**src/rtl/serial_full_adder_pkg.sv**
```systemverilog
// Shared types and constants for the bit-serial adder.
// Counter width is derived from the operand width.
package serial_add_pkg;

  localparam int DEF_WIDTH = 8;

  typedef enum logic {
    IDLE = 1'b0,
    RUN  = 1'b1
  } state_t;

  // Bit counter width; WIDTH is at least 2 so $clog2 is never 0.
  function automatic int cnt_w(input int w);
    return (w < 2) ? 1 : $clog2(w);
  endfunction

endpackage

```
**src/rtl/serial_full_adder_if.sv**
```systemverilog
// Request/result bundle for the bit-serial adder.
// ovf exists only when SERIAL_ADD_OVF_EN is defined.
interface serial_full_adder_if
  import serial_add_pkg::*;
#(
  parameter int WIDTH = DEF_WIDTH
);

  logic             start;
  logic [WIDTH-1:0] a;
  logic [WIDTH-1:0] b;
  logic             cin;
  logic             busy;
  logic             done;
  logic [WIDTH-1:0] sum;
  logic             cout;
`ifdef SERIAL_ADD_OVF_EN
  logic             ovf;

  modport master (
    output start, a, b, cin,
    input  busy, done, sum, cout, ovf
  );

  modport slave (
    input  start, a, b, cin,
    output busy, done, sum, cout, ovf
  );
`else
  modport master (
    output start, a, b, cin,
    input  busy, done, sum, cout
  );

  modport slave (
    input  start, a, b, cin,
    output busy, done, sum, cout
  );
`endif

endinterface

```
**src/rtl/serial_full_adder_fa.sv**
```systemverilog
// One-bit full adder built from two half adders
// and an OR for the carry.
module half_adder (
  input  logic x_i,
  input  logic y_i,
  output logic s_o,
  output logic c_o
);

  assign s_o = x_i ^ y_i;
  assign c_o = x_i & y_i;

endmodule

module full_adder_cell (
  input  logic a_i,
  input  logic b_i,
  input  logic c_i,
  output logic s_o,
  output logic c_o
);

  logic s0;
  logic c0;
  logic c1;

  half_adder u_ha0 (
    .x_i (a_i),
    .y_i (b_i),
    .s_o (s0),
    .c_o (c0)
  );

  half_adder u_ha1 (
    .x_i (s0),
    .y_i (c_i),
    .s_o (s_o),
    .c_o (c1)
  );

  assign c_o = c0 | c1;

endmodule

```
**src/rtl/serial_full_adder.sv**
```systemverilog
// Bit-serial WIDTH-bit adder, LSB first, one bit per clock.
// Define SERIAL_ADD_OVF_EN to add the signed-overflow flag.
module serial_full_adder
  import serial_add_pkg::*;
#(
  parameter int WIDTH = DEF_WIDTH
) (
  input logic          clk,
  input logic          rst,
  serial_full_adder_if.slave bus
);

  localparam int CW = cnt_w(WIDTH);

  state_t           state_q;
  logic [WIDTH-1:0] a_sr_q;
  logic [WIDTH-1:0] b_sr_q;
  logic [WIDTH-1:0] res_q;
  logic [WIDTH-1:0] res_d;
  logic [WIDTH-1:0] sum_q;
  logic [CW-1:0]    cnt_q;
  logic             carry_q;
  logic             cout_q;
  logic             done_q;
  logic             busy_q;
  logic             fa_s;
  logic             fa_c;
  logic             last;
`ifdef SERIAL_ADD_OVF_EN
  logic             ovf_q;
`endif

  full_adder_cell u_fa (
    .a_i (a_sr_q[0]),
    .b_i (b_sr_q[0]),
    .c_i (carry_q),
    .s_o (fa_s),
    .c_o (fa_c)
  );

  assign res_d = {fa_s, res_q[WIDTH-1:1]};
  assign last  = (cnt_q == CW'(WIDTH - 1));

  // Sequencer plus datapath: capture, shift, complete.
  always_ff @(posedge clk) begin
    if (rst) begin
      state_q <= IDLE;
      a_sr_q  <= '0;
      b_sr_q  <= '0;
      res_q   <= '0;
      sum_q   <= '0;
      cnt_q   <= '0;
      carry_q <= 1'b0;
      cout_q  <= 1'b0;
      done_q  <= 1'b0;
      busy_q  <= 1'b0;
`ifdef SERIAL_ADD_OVF_EN
      ovf_q   <= 1'b0;
`endif
    end else begin
      done_q <= 1'b0;
      unique case (state_q)
        IDLE: begin
          if (bus.start) begin
            a_sr_q  <= bus.a;
            b_sr_q  <= bus.b;
            carry_q <= bus.cin;
            cnt_q   <= '0;
            busy_q  <= 1'b1;
            state_q <= RUN;
          end
        end
        RUN: begin
          a_sr_q  <= {1'b0, a_sr_q[WIDTH-1:1]};
          b_sr_q  <= {1'b0, b_sr_q[WIDTH-1:1]};
          res_q   <= res_d;
          carry_q <= fa_c;
          cnt_q   <= cnt_q + 1'b1;
          if (last) begin
            sum_q   <= res_d;
            cout_q  <= fa_c;
            done_q  <= 1'b1;
            busy_q  <= 1'b0;
            state_q <= IDLE;
`ifdef SERIAL_ADD_OVF_EN
            // carry_q here is the carry into the MSB.
            ovf_q   <= carry_q ^ fa_c;
`endif
          end
        end
        default: state_q <= IDLE;
      endcase
    end
  end

  assign bus.busy = busy_q;
  assign bus.done = done_q;
  assign bus.sum  = sum_q;
  assign bus.cout = cout_q;
`ifdef SERIAL_ADD_OVF_EN
  assign bus.ovf  = ovf_q;
`endif

endmodule

```
**src/flat_wrapper.sv**
```systemverilog
// flat-port wrapper written by rule: the top's interface ports become plain ports
module serial_full_adder_flat import serial_add_pkg::*;
#(
  parameter int WIDTH = DEF_WIDTH
)
  (clk, rst, bus_start, bus_a, bus_b, bus_cin, bus_busy, bus_done, bus_sum, bus_cout);
  serial_full_adder_if #(.WIDTH(WIDTH)) bus_i ();
  input logic clk;
  input logic rst;
  input wire logic [$bits(bus_i.start)-1:0] bus_start;
  input wire logic [$bits(bus_i.a)-1:0] bus_a;
  input wire logic [$bits(bus_i.b)-1:0] bus_b;
  input wire logic [$bits(bus_i.cin)-1:0] bus_cin;
  output wire logic [$bits(bus_i.busy)-1:0] bus_busy;
  output wire logic [$bits(bus_i.done)-1:0] bus_done;
  output wire logic [$bits(bus_i.sum)-1:0] bus_sum;
  output wire logic [$bits(bus_i.cout)-1:0] bus_cout;
  assign bus_i.start = bus_start;
  assign bus_i.a = bus_a;
  assign bus_i.b = bus_b;
  assign bus_i.cin = bus_cin;
  assign bus_busy = bus_i.busy;
  assign bus_done = bus_i.done;
  assign bus_sum = bus_i.sum;
  assign bus_cout = bus_i.cout;
  serial_full_adder #(.WIDTH(WIDTH)) u_core (.clk(clk), .rst(rst), .bus(bus_i));
endmodule
```
**config.mk**
```make
export PLATFORM = sky130hd
export DESIGN_NAME = serial_full_adder_flat
export DESIGN_NICKNAME = d
export VERILOG_FILES = /design/src/rtl/serial_full_adder_pkg.sv /design/src/rtl/serial_full_adder_if.sv /design/src/rtl/serial_full_adder_fa.sv /design/src/rtl/serial_full_adder.sv /design/src/flat_wrapper.sv
export SDC_FILE = /design/constraint.sdc
export NUM_CORES = 1
export LEC_CHECK = 0
export CAP_MARGIN = 20
export CORE_ASPECT_RATIO = 0.8
export CORE_MARGIN = 5
export CORE_UTILIZATION = 30
export DETAILED_ROUTE_END_ITERATION = 10
export PLACE_DENSITY = 0.55
export SETUP_SLACK_MARGIN = 0.4
export SLEW_MARGIN = 40
export SYNTH_ARGS = -nofsm -noshare
export SYNTH_HDL_FRONTEND = slang
export SYNTH_SLANG_ARGS = --single-unit
```
**constraint.sdc**
```tcl
create_clock -name clk -period 1.36 [get_ports clk]
set_input_delay 0.34 -clock clk [delete_from_list [all_inputs] [get_ports clk]]
set_output_delay 0.34 -clock clk [all_outputs]
set_load 0.02 [all_outputs]
```
==> impl_metrics.csv <==
group,metric,value,unit
sta,finalHoldViolCount,0,
sta,period_minus_slack,1.18,ns
detailed_routing,vias,1369,
synthesis,synth_area_per_cell,10.5,sq um
worst_hold_path,hp-start,"u_core.res_q[1]$_SDFFE_PP0P_",
synthesis,synth_ff_type,"dfxtp_1",
sta,rsz0062_at_grt,"true",
outcome,status,"finished clean",
setup_path,cp-start-kind,"register",
detailed_routing,wirelength,4510,um
place,dp.final_hpwl,2370,um
setup_path,reg2reg_from,"u_core.cnt_q[0]$_SDFFE_PP0P_",
die,fp-row-count,24,
detailed_routing,drt_iter0_markers,23,
layout,layout-drive-gt1-share,47.7,%
layout,n_antenna_cell,0,
power,p_total,2.61,mW
synthesis,syn_nets,189,
clocking,numCtsBuffers,5,
clocking,clkTransAtPathRegs,0.07,ns
clocking,cts_tree,"built",
setup_path,worstSetupEndpointType,"register",
place,gp_congestion,0.667,
die,die_w,95.2,um
clocking,hold_buffers,0,
grt,grt_pass1_vias,1440,
detailed_routing,vias_per_cell,4.69,
clocking,htree_levels,2,
synthesis,yosys_warnings,0,
detailed_routing,drtPass1Iterations,4,
die,core_area,5530,sq um
clocking,clkSinkCount,39,
detailed_routing,wire_per_inst,15.4,um
sta,max_freq,0.844,GHz
power,power-per-cell-area,951,nW/um^2
power,ir_drop,0.321,mV
job,maxCapViolCount,0,
synthesis,synth-edff-count,0,
layout,n_fill_cell,499,
synthesis,yosys-top-cells-area,"dfxtp_1 45%, mux2i_1 14%, a211oi_2 6.5%",
worst_hold_path,worst_hold_path.num_cells,2,
setup_path,required,1.59,ns
grt,grt_pass1_wl,7020,um
place,post-place-ws,-0.201,ns
sta,drv_slew,0,
sta,layout_setup_ws,0.176,ns
layout,area_growth_syn_to_layout,57.7,%
sta,worst_slew_pin_slew,0.236,ns
die,ioPinCount,31,
clocking,clock_latency,0.29,ns
synthesis,ys_seq_area_share,44.9,%
setup_path,r2r_end,"u_core.bus.sum[7]$_SDFFE_PP0P_",
synthesis,ys_ff_latch,39,
setup_path,path_cells,"ha_4 -> ha_4 -> a21bo_2 -> a21oi_2",
synthesis,synth_top_area_share,44.9,%
clocking,cts_root_buf,"clkbuf_8",
synthesis,synth.most_common_cell,"dfxtp_1",
setup_path,cp_max_fo,19,
synthesis,synth_area,1740,sq um
sta,max-slew-margin-rel,83.8,%
die,initial_core_util,31.5,%
clocking,clock_path_buffers,2,
setup_path,cp_slowest_stage_delay,0.35,ns
worst_hold_path,holdPathEnd,"u_core.bus.sum[0]$_SDFFE_PP0P_",
synthesis,synth_commonest_cells,"39 x dfxtp_1, 24 x mux2i_1, 15 x nor2b_1, 12 x a21oi_1",
setup_path,reg2reg_depth,4,
die,dieArea,7430,sq um
layout,multi_input_area,978,sq um
grt,antenna_found_initial,0,
detailed_routing,antenna_left,0,
setup_path,crit_type,"reg -> reg",
layout,seq_area,802,sq um
synthesis,synth_cell_types,22,
power,leakage,1.09,nW
setup_path,reg2reg_slack,0.18,ns
setup_path,crit_top_cell,"ha_4",
layout,nNetsFinal,237,
grt,grt_usage,12.3,%
die,die_h,78.1,um
synthesis,synthCells,165,
setup_path,slowest_stage,"dfxtp_2",
sta,period_share,87.1,%
place,numPortBuffers,30,
grt,grt_max_degree,21,
grt,overflow,0,
sta,skew,0.00331,ns
setup_path,cp.arrival,1.41,ns
worst_hold_path,min_path_type,"reg -> reg",
synthesis,synth-async-reset-ratio,0,%
sta,setup_viol,0,
detailed_routing,drc,0,
synthesis,yosys.area.top_type,"dfxtp_1",
-- worst max-delay path: cells and delay by family (launching register included) --
family          cells  cell delay (ns)
fa+ha+maj           2             0.41
flops               1             0.35
compound gates      2             0.37
-- power breakdown --
| part | leakage, nW | switching (mW) | internal, mW |
|---|---|---|---|
| combinational | 0.711 | 0.201 | 0.318 |
| clock | 0.0515 | 0.388 | 0.463 |
| sequential | 0.326 | 0.0418 | 1.20 |
| total | 1.09 | 0.631 | 1.98 |
-- cell type report --
cell class	instances	share of cell area [%]
Clock buffer	8	3.65
Inverter	1	0.273
Multi-Input combinational cell	110	35.6
Sequential cell	39	29.2
Tap cell	78	3.56
Timing Repair Buffer	56	27.7
-- registers in the layout, summed over array words and instances, names as in the netlist --
signal and count:
u_core.carry_q 1, u_core.state_q 1, u_core.bus.done 1, u_core.cnt_q 3, u_core.bus.sum 8, u_core.res_q 7, u_core.b_sr_q 8, u_core.a_sr_q 8
u_core.bus.cout 1, u_core.bus.busy 1
-- worst max path at each step --
stage	endpoint	cells after the start	start	slack, ns
6_report	u_core.bus.sum[7]$_SDFFE_PP0P_	4	u_core.cnt_q[0]$_SDFFE_PP0P_	0.18
5_1_grt	u_core.res_q[7]$_SDFFE_PP0P_	3	u_core.b_sr_q[0]$_SDFFE_PP0P_	0.14
4_1_cts	u_core.bus.cout$_SDFFE_PP0P_	4	u_core.cnt_q[0]$_SDFFE_PP0P_	0.21
3_5_place_dp	u_core.cnt_q[2]$_SDFFE_PP0P_	4	bus_start	-0.20
3_3_place_gp	u_core.cnt_q[1]$_SDFFE_PP0P_	4	bus_start	-0.17
2_1_floorplan	u_core.bus.cout$_SDFFE_PP0P_	6	u_core.cnt_q[1]$_SDFFE_PP0P_	0.25
-- cell families after synthesis --
kind of cell,synth area share [%]
flops,44.9
compound gates,19.1
buf+inv,5.61
mux,13.8
simple gates,13.4
fa+ha+maj,3.31
-- per-stage QoR --
stage / hold WS [ns] / utilization, % / cells / TNS, ns / area [sq um]
6_report: 0.478 / 49.7 / 292 / 0 / 2750
5_1_grt: 0.513 / 49.7 / 292 / 0 / 2750
4_1_cts: 0.488 / 48.5 / 291 / 0 / 2680
3_5_place_dp: 0.479 / 38.7 / 262 / -3.07 / 2140
3_3_place_gp: 0.476 / 38.7 / 262 / -2.83 / 2140
2_1_floorplan: 0.460 / - / 165 / 0 / 1800
-- metal layers --
layer  vias to the layer above  global-route usage (%)  share of wire (%)
li1                        681                       -                  -
met1                       657                    14.7                 43
met2                        24                    20.2                 51
met3                         7                    2.96                4.0
met4                         0                    6.92                2.2
met5                         -                       0                  0
-- layout by cell type, fill, tap and decap left out, drive strengths merged, types with 3 or more instances in the layout --
master / n
dfxtp: 39
buf: 35
mux2i: 24
clkdlybuf4s50: 17
a211oi: 16
nor2b: 15
a21oi: 13
a21bo: 9
nor2: 9
nand3: 9
clkbuf: 8
nand2: 3
bufbuf: 3
or3b: 3
ha: 3
-- repair_timing --
item / 4_1_cts / 5_1_grt
cloned: 7 / 0
endpoints found under the setup margin: 50 / 49
resized for setup: 111 / 15
pin swaps: 15 / 5
buffers inserted: 14 / 1
Note: power is estimated with default switching activity, not from simulation.
